$ cat config.mk
export PLATFORM = sky130hd
export DESIGN_NAME = mrd_fsm_sink_p2
export DESIGN_NICKNAME = d
export VERILOG_FILES = /design/src/rtl/mrd_mem_pkt.sv /design/src/rtl/mrd_fsm_sink_p2.sv
export SDC_FILE = /design/constraint.sdc
export NUM_CORES = 1
export LEC_CHECK = 0
export ABC_CLOCK_PERIOD_IN_PS = 8200
export BUFFER_PORTS_ARGS = -buffer_cell sky130_fd_sc_hd__buf_2
export CORE_MARGIN = 2
export CORE_UTILIZATION = 51
export DETAILED_ROUTE_END_ITERATION = 10
export GPL_TIMING_DRIVEN = 0
export PLACE_DENSITY = 0.93
export SLEW_MARGIN = 15
export SYNTH_ARGS = -nofsm -noshare
export SYNTH_HDL_FRONTEND = slang
export SYNTH_SLANG_ARGS = --single-unit
$ cat constraint.sdc
create_clock -name clk -period 8.2 [get_ports clk]
set_input_delay 0.41 -clock clk [delete_from_list [all_inputs] [get_ports clk]]
set_output_delay 0.41 -clock clk [all_outputs]
set_load 0.02 [all_outputs]
$ cat src/rtl/mrd_mem_pkt.sv
// Shared widths, top-FSM state encodings and sample type for the mixed-radix DFT memory.
package mrd_mem_pkt;

  localparam int unsigned wDATA = 18;
  localparam int unsigned wADDR = 11;

  localparam logic [2:0] FSM_SINK   = 3'd1;
  localparam logic [2:0] FSM_SOURCE = 3'd5;

  typedef struct packed {
    logic [wDATA-1:0] re;
    logic [wDATA-1:0] im;
  } cplx_t;

endpackage

$ cat src/rtl/mrd_fsm_sink_p2.sv
// Sink-phase write controller: takes two complex samples per beat while the top FSM is in Sink,
// writes them to the two-bank RAM in natural order, checks frame length and pulses sink_end.
module mrd_fsm_sink_p2
  import mrd_mem_pkt::*;
(
  input  logic                   clk,
  input  logic                   rst_n,
  input  logic [2:0]             fsm,
  input  logic [11:0]            dftpts,
  input  logic                   in_valid,
  input  logic                   in_sop,
  input  logic                   in_eop,
  input  logic [4*wDATA-1:0]     in_data,
  output logic                   in_ready,
  output logic [1:0]             wr_en,
  output logic [2*wADDR-1:0]     wr_addr,
  output logic [4*wDATA-1:0]     wr_data,
  output logic                   sink_end,
  output logic [2:0]             err_flags
);

  localparam logic [1:0] ST_IDLE  = 2'd0;
  localparam logic [1:0] ST_RUN   = 2'd1;
  localparam logic [1:0] ST_DRAIN = 2'd2;
  localparam logic [1:0] ST_DONE  = 2'd3;

  localparam int unsigned ERR_SHORT = 0;
  localparam int unsigned ERR_LONG  = 1;
  localparam int unsigned ERR_ABORT = 2;

  logic [1:0]             state_q, state_d;
  logic [wADDR-1:0]       cnt_q, cnt_d;
  logic [wADDR-1:0]       nbeats_q, nbeats_d;
  logic [2:0]             err_q, err_d;
  logic                   in_ready_q, in_ready_d;
  logic [1:0]             wr_en_q, wr_en_d;
  logic [2*wADDR-1:0]     wr_addr_q, wr_addr_d;
  logic [4*wDATA-1:0]     wr_data_q, wr_data_d;
  logic                   sink_end_q, sink_end_d;
  logic                   done_seen_q, done_seen_d;

  logic                   in_sink;
  logic                   beat;
  logic                   take;
  logic [wADDR-1:0]       idx;
  logic [wADDR-1:0]       n_cur;
  logic                   last;

  assign in_sink = (fsm == FSM_SINK);
  assign beat    = in_valid & in_ready_q & in_sink;

  // A sop beat always restarts at address 0 against the freshly latched frame length.
  assign idx   = in_sop ? '0 : cnt_q;
  assign n_cur = in_sop ? dftpts[11:1] : nbeats_q;
  assign last  = (idx == n_cur - wADDR'(1));

  always_comb begin
    state_d     = state_q;
    cnt_d       = cnt_q;
    nbeats_d    = nbeats_q;
    err_d       = err_q;
    wr_en_d     = 2'b00;
    wr_addr_d   = wr_addr_q;
    wr_data_d   = in_data;
    sink_end_d  = 1'b0;
    done_seen_d = (state_q == ST_DONE);
    take        = 1'b0;

    case (state_q)
      ST_IDLE: begin
        if (beat && in_sop) begin
          err_d = '0;
          take  = 1'b1;
        end
      end
      ST_RUN: begin
        if (!in_sink) begin
          err_d[ERR_ABORT] = 1'b1;
          state_d          = ST_IDLE;
        end else if (beat) begin
          take = 1'b1;
        end
      end
      ST_DRAIN: begin
        if (!in_sink) begin
          err_d[ERR_ABORT] = 1'b1;
          state_d          = ST_IDLE;
        end else if (beat && in_eop) begin
          state_d = ST_DONE;
        end
      end
      ST_DONE: begin
        sink_end_d = !done_seen_q;
        if (!in_sink) state_d = ST_IDLE;
      end
      default: state_d = ST_IDLE;
    endcase

    // Accepted beat: write both banks, then classify against the frame length.
    if (take) begin
      if (in_sop) nbeats_d = dftpts[11:1];
      wr_en_d   = 2'b11;
      wr_addr_d = {idx, idx};
      cnt_d     = idx + wADDR'(1);
      if (in_eop) begin
        state_d = ST_DONE;
        if (!last) err_d[ERR_SHORT] = 1'b1;
      end else if (last) begin
        err_d[ERR_LONG] = 1'b1;
        state_d         = ST_DRAIN;
      end else begin
        state_d = ST_RUN;
      end
    end

    in_ready_d = in_sink && (state_d != ST_DONE);
  end

  always_ff @(posedge clk) begin
    if (!rst_n) begin
      state_q     <= ST_IDLE;
      cnt_q       <= '0;
      nbeats_q    <= '0;
      err_q       <= '0;
      in_ready_q  <= 1'b0;
      wr_en_q     <= '0;
      wr_addr_q   <= '0;
      wr_data_q   <= '0;
      sink_end_q  <= 1'b0;
      done_seen_q <= 1'b0;
    end else begin
      state_q     <= state_d;
      cnt_q       <= cnt_d;
      nbeats_q    <= nbeats_d;
      err_q       <= err_d;
      in_ready_q  <= in_ready_d;
      wr_en_q     <= wr_en_d;
      wr_addr_q   <= wr_addr_d;
      wr_data_q   <= wr_data_d;
      sink_end_q  <= sink_end_d;
      done_seen_q <= done_seen_d;
    end
  end

  assign in_ready  = in_ready_q;
  assign wr_en     = wr_en_q;
  assign wr_addr   = wr_addr_q;
  assign wr_data   = wr_data_q;
  assign sink_end  = sink_end_q;
  assign err_flags = err_q;

endmodule

==> metrics <==
DRC violation total after the first TritonRoute iteration 184; drt pass-1 iters 4; number of filler cells placed in the layout 646; mean number of vias per cell 5.13; Slowest Stage Delay on Critical Path 0.52 ns; final core area utilization 71.5%; Synth Cell Area 4520 µm²; pins over their slew limit 0; Leakage Power 2.93 nW; top fanout value on the critical path 10; starting utilization of the core area 52.1%; Total Die Area 9630 µm²; synthesized area divided by synthesized cell count 9.74 µm²; TritonCTS Sinks 114; first-pass GRT wire length 19500 µm; # hold bufs at CTS 0; cell with the largest stage delay on the worst path sky130_fd_sc_hd__or4b_1; count of mapped cells out of synthesis 464; Worst IR Drop VDD 137 µV; most used flip-flop cell after synthesis sky130_fd_sc_hd__dfxtp_1; number of vias in the routed layout 4082; Rel. slew slack 55.9%; final weighted congestion of routability-driven global placement 0.909; result of the run completed; Netlist cell types 55; biggest area contributors in the synthesized netlist sky130_fd_sc_hd__dfxtp_1 (50%), sky130_fd_sc_hd__and2_1 (10%), sky130_fd_sc_hd__a21boi_0 (4.0%); DRC 0; Die X-Extent 98.2 µm; total negative slack for setup checks 0 ns; core area 8680 µm²; crit start category input port; number of placement rows 34; Max Cap Viol 0; Setup Crit Path Kind input port to flip-flop; PortBufs 191; Synth-to-Final Area Change 37.2%; critical path data arrival time 3.62 ns; net count after synthesis 562; Synthesis Warnings 0; vias in the first global route 3994; Avg WL per Cell 15.7 µm; CP required 8.62 ns; Bufs and invs on worst path 4; most area-hungry cell type in the Yosys netlist sky130_fd_sc_hd__dfxtp_1; number of failing hold endpoints at the final stage 0; sequential area share after synthesis 50.5%; number of synthesized register bits 114; Max clock buf depth 2; critical path endpoint category flip-flop; Setup Skew 0.00687 ns; CP cell instances buf_2, buf_6, buf_2, buf_1, mux2i_1, ha_1, nor3b_2, xnor2_1, nor4_1, nor2_1, or4b_1, o31ai_2; Clk Latency, worst-skew pair 0.51 ns; dpl hpwl 9490 µm; Hold/Removal Path Class input port to flip-flop; die outline height 98.2 µm; Post-synth EDFFs 0; Least-Margin Pin Slew 0.661 ns; ys async rst share 0%; final worst-path cycle share 38.9%; Resize count post-CTS 0; Ports 193; Total Nets Final 772; Post-Place Worst Slack 4.59 ns; cell seen most often among critical-path stages sky130_fd_sc_hd__buf_2; post-CTS repair timing setup buffer count 0; maximum clock frequency 313 MHz; most used standard cell by instance count after synthesis sky130_fd_sc_hd__dfxtp_1; area share of the largest cell type after synthesis 50.5%; share of post-route cells with drive strength above 1 37.4%; Setup WS post-layout 5.01 ns; number of antenna diodes 0; number of buffers created by CTS 17; Largest delay share family, worst path simple AND/OR/NAND/NOR gates; number of antenna violations at the first check in global routing 0; clock-pin slew on the worst setup and hold paths 0.06 ns; Overflow after GRT 0; overall fraction of global-route tracks in use 25.6%; unrepaired setup endpoints after global routing no; clock tree from TritonCTS yes; maximum number of pins on one net before global-route repair 17; cell at the root of the clock tree sky130_fd_sc_hd__clkbuf_8; count of endpoints failing setup in the final report 0; power density normalized to cell area 230 nW/µm²; post-layout minimum cycle time 3.19 ns; post-route ant nets 0; most used standard cells in the synthesized netlist sky130_fd_sc_hd__dfxtp_1 (114), sky130_fd_sc_hd__and2_1 (75), sky130_fd_sc_hd__nand2_1 (36); Routed Wire Length 12500 µm; H-tree Lvls 4
## flip-flops by register name, summed over array words and instances, names as in the netlist
register     count
cnt_q           11
err_flags        3
wr_en            1
wr_addr         11
in_ready         1
state_q          2
done_seen_q      1
nbeats_q        11
wr_data         72
sink_end         1
## worst paths after layout
kind / startpoint / end / slack, ns / depth (start not counted)
setup / recovery: in_sop / err_flags[1] / 5.01 / 12
hold / removal: in_data[20] / wr_data[20] / 0.10 / 2
setup reg to reg: nbeats_q[0] / err_flags[1] / 5.62 / 8
hold reg to reg: done_seen_q / sink_end / 0.40 / 1
## stage by stage
step	total power [W]	instances	hold WS, ns	area (µm²)
5_1_grt	0.00147	795	0.0810	6200
3_3_place_gp	0.000706	763	0.375	5610
2_1_floorplan	0.000656	464	0.367	4520
6_report	0.00142	795	0.101	6200
4_1_cts	0.00143	795	0.0874	6200
3_5_place_dp	0.000709	763	0.372	5610
## layout make-up
type	count	area, µm²	area share (%)
tap	108	135	2.18
clock buffer	17	414	6.68
buffer	40	233	3.75
clock inverter	15	175	2.82
timing repair buffer	191	956	15.4
sequential	114	2280	36.8
inverter	3	13.8	0.222
multi-input combinational	307	1990	32.1
## logic make-up after synthesis
kind of cell	Yosys count	synth area share (%)
DFF	114	50.5
adders and majority gates	6	1.66
xor gates and xnor gates	15	2.91
muxes	7	1.58
buffers and inverters	43	5.45
AOI/OAI and AO/OA	78	11.9
and+or+nand+nor	201	26.0
## cells in the final DEF (no fill, tap or decap), types with 14 or more instances in the layout
cell type / instances
sky130_fd_sc_hd__buf_2: 197
sky130_fd_sc_hd__dfxtp_1: 114
sky130_fd_sc_hd__and2_1: 75
sky130_fd_sc_hd__nand2_1: 36
sky130_fd_sc_hd__nand3_1: 26
sky130_fd_sc_hd__a21boi_0: 24
sky130_fd_sc_hd__o21ai_0: 17
sky130_fd_sc_hd__clkbuf_1: 16
sky130_fd_sc_hd__clkbuf_16: 16
sky130_fd_sc_hd__buf_4: 14
## power breakdown
part | internal (W) | switching (W)
clock | 0.000442 | 0.000284
combinational | 0.0000512 | 0.0000688
sequential | 0.000573 | 0.00000493
total | 0.00107 | 0.000358
## layer usage
metal	up-vias	track usage (%)	wire [µm]
li1	1993	-	-
met1	1895	29.0	4790
met2	177	45.9	6550
met3	17	7.59	959
met4	0	8.96	210
met5	-	0	0
Power figures use the tool's default switching activity.
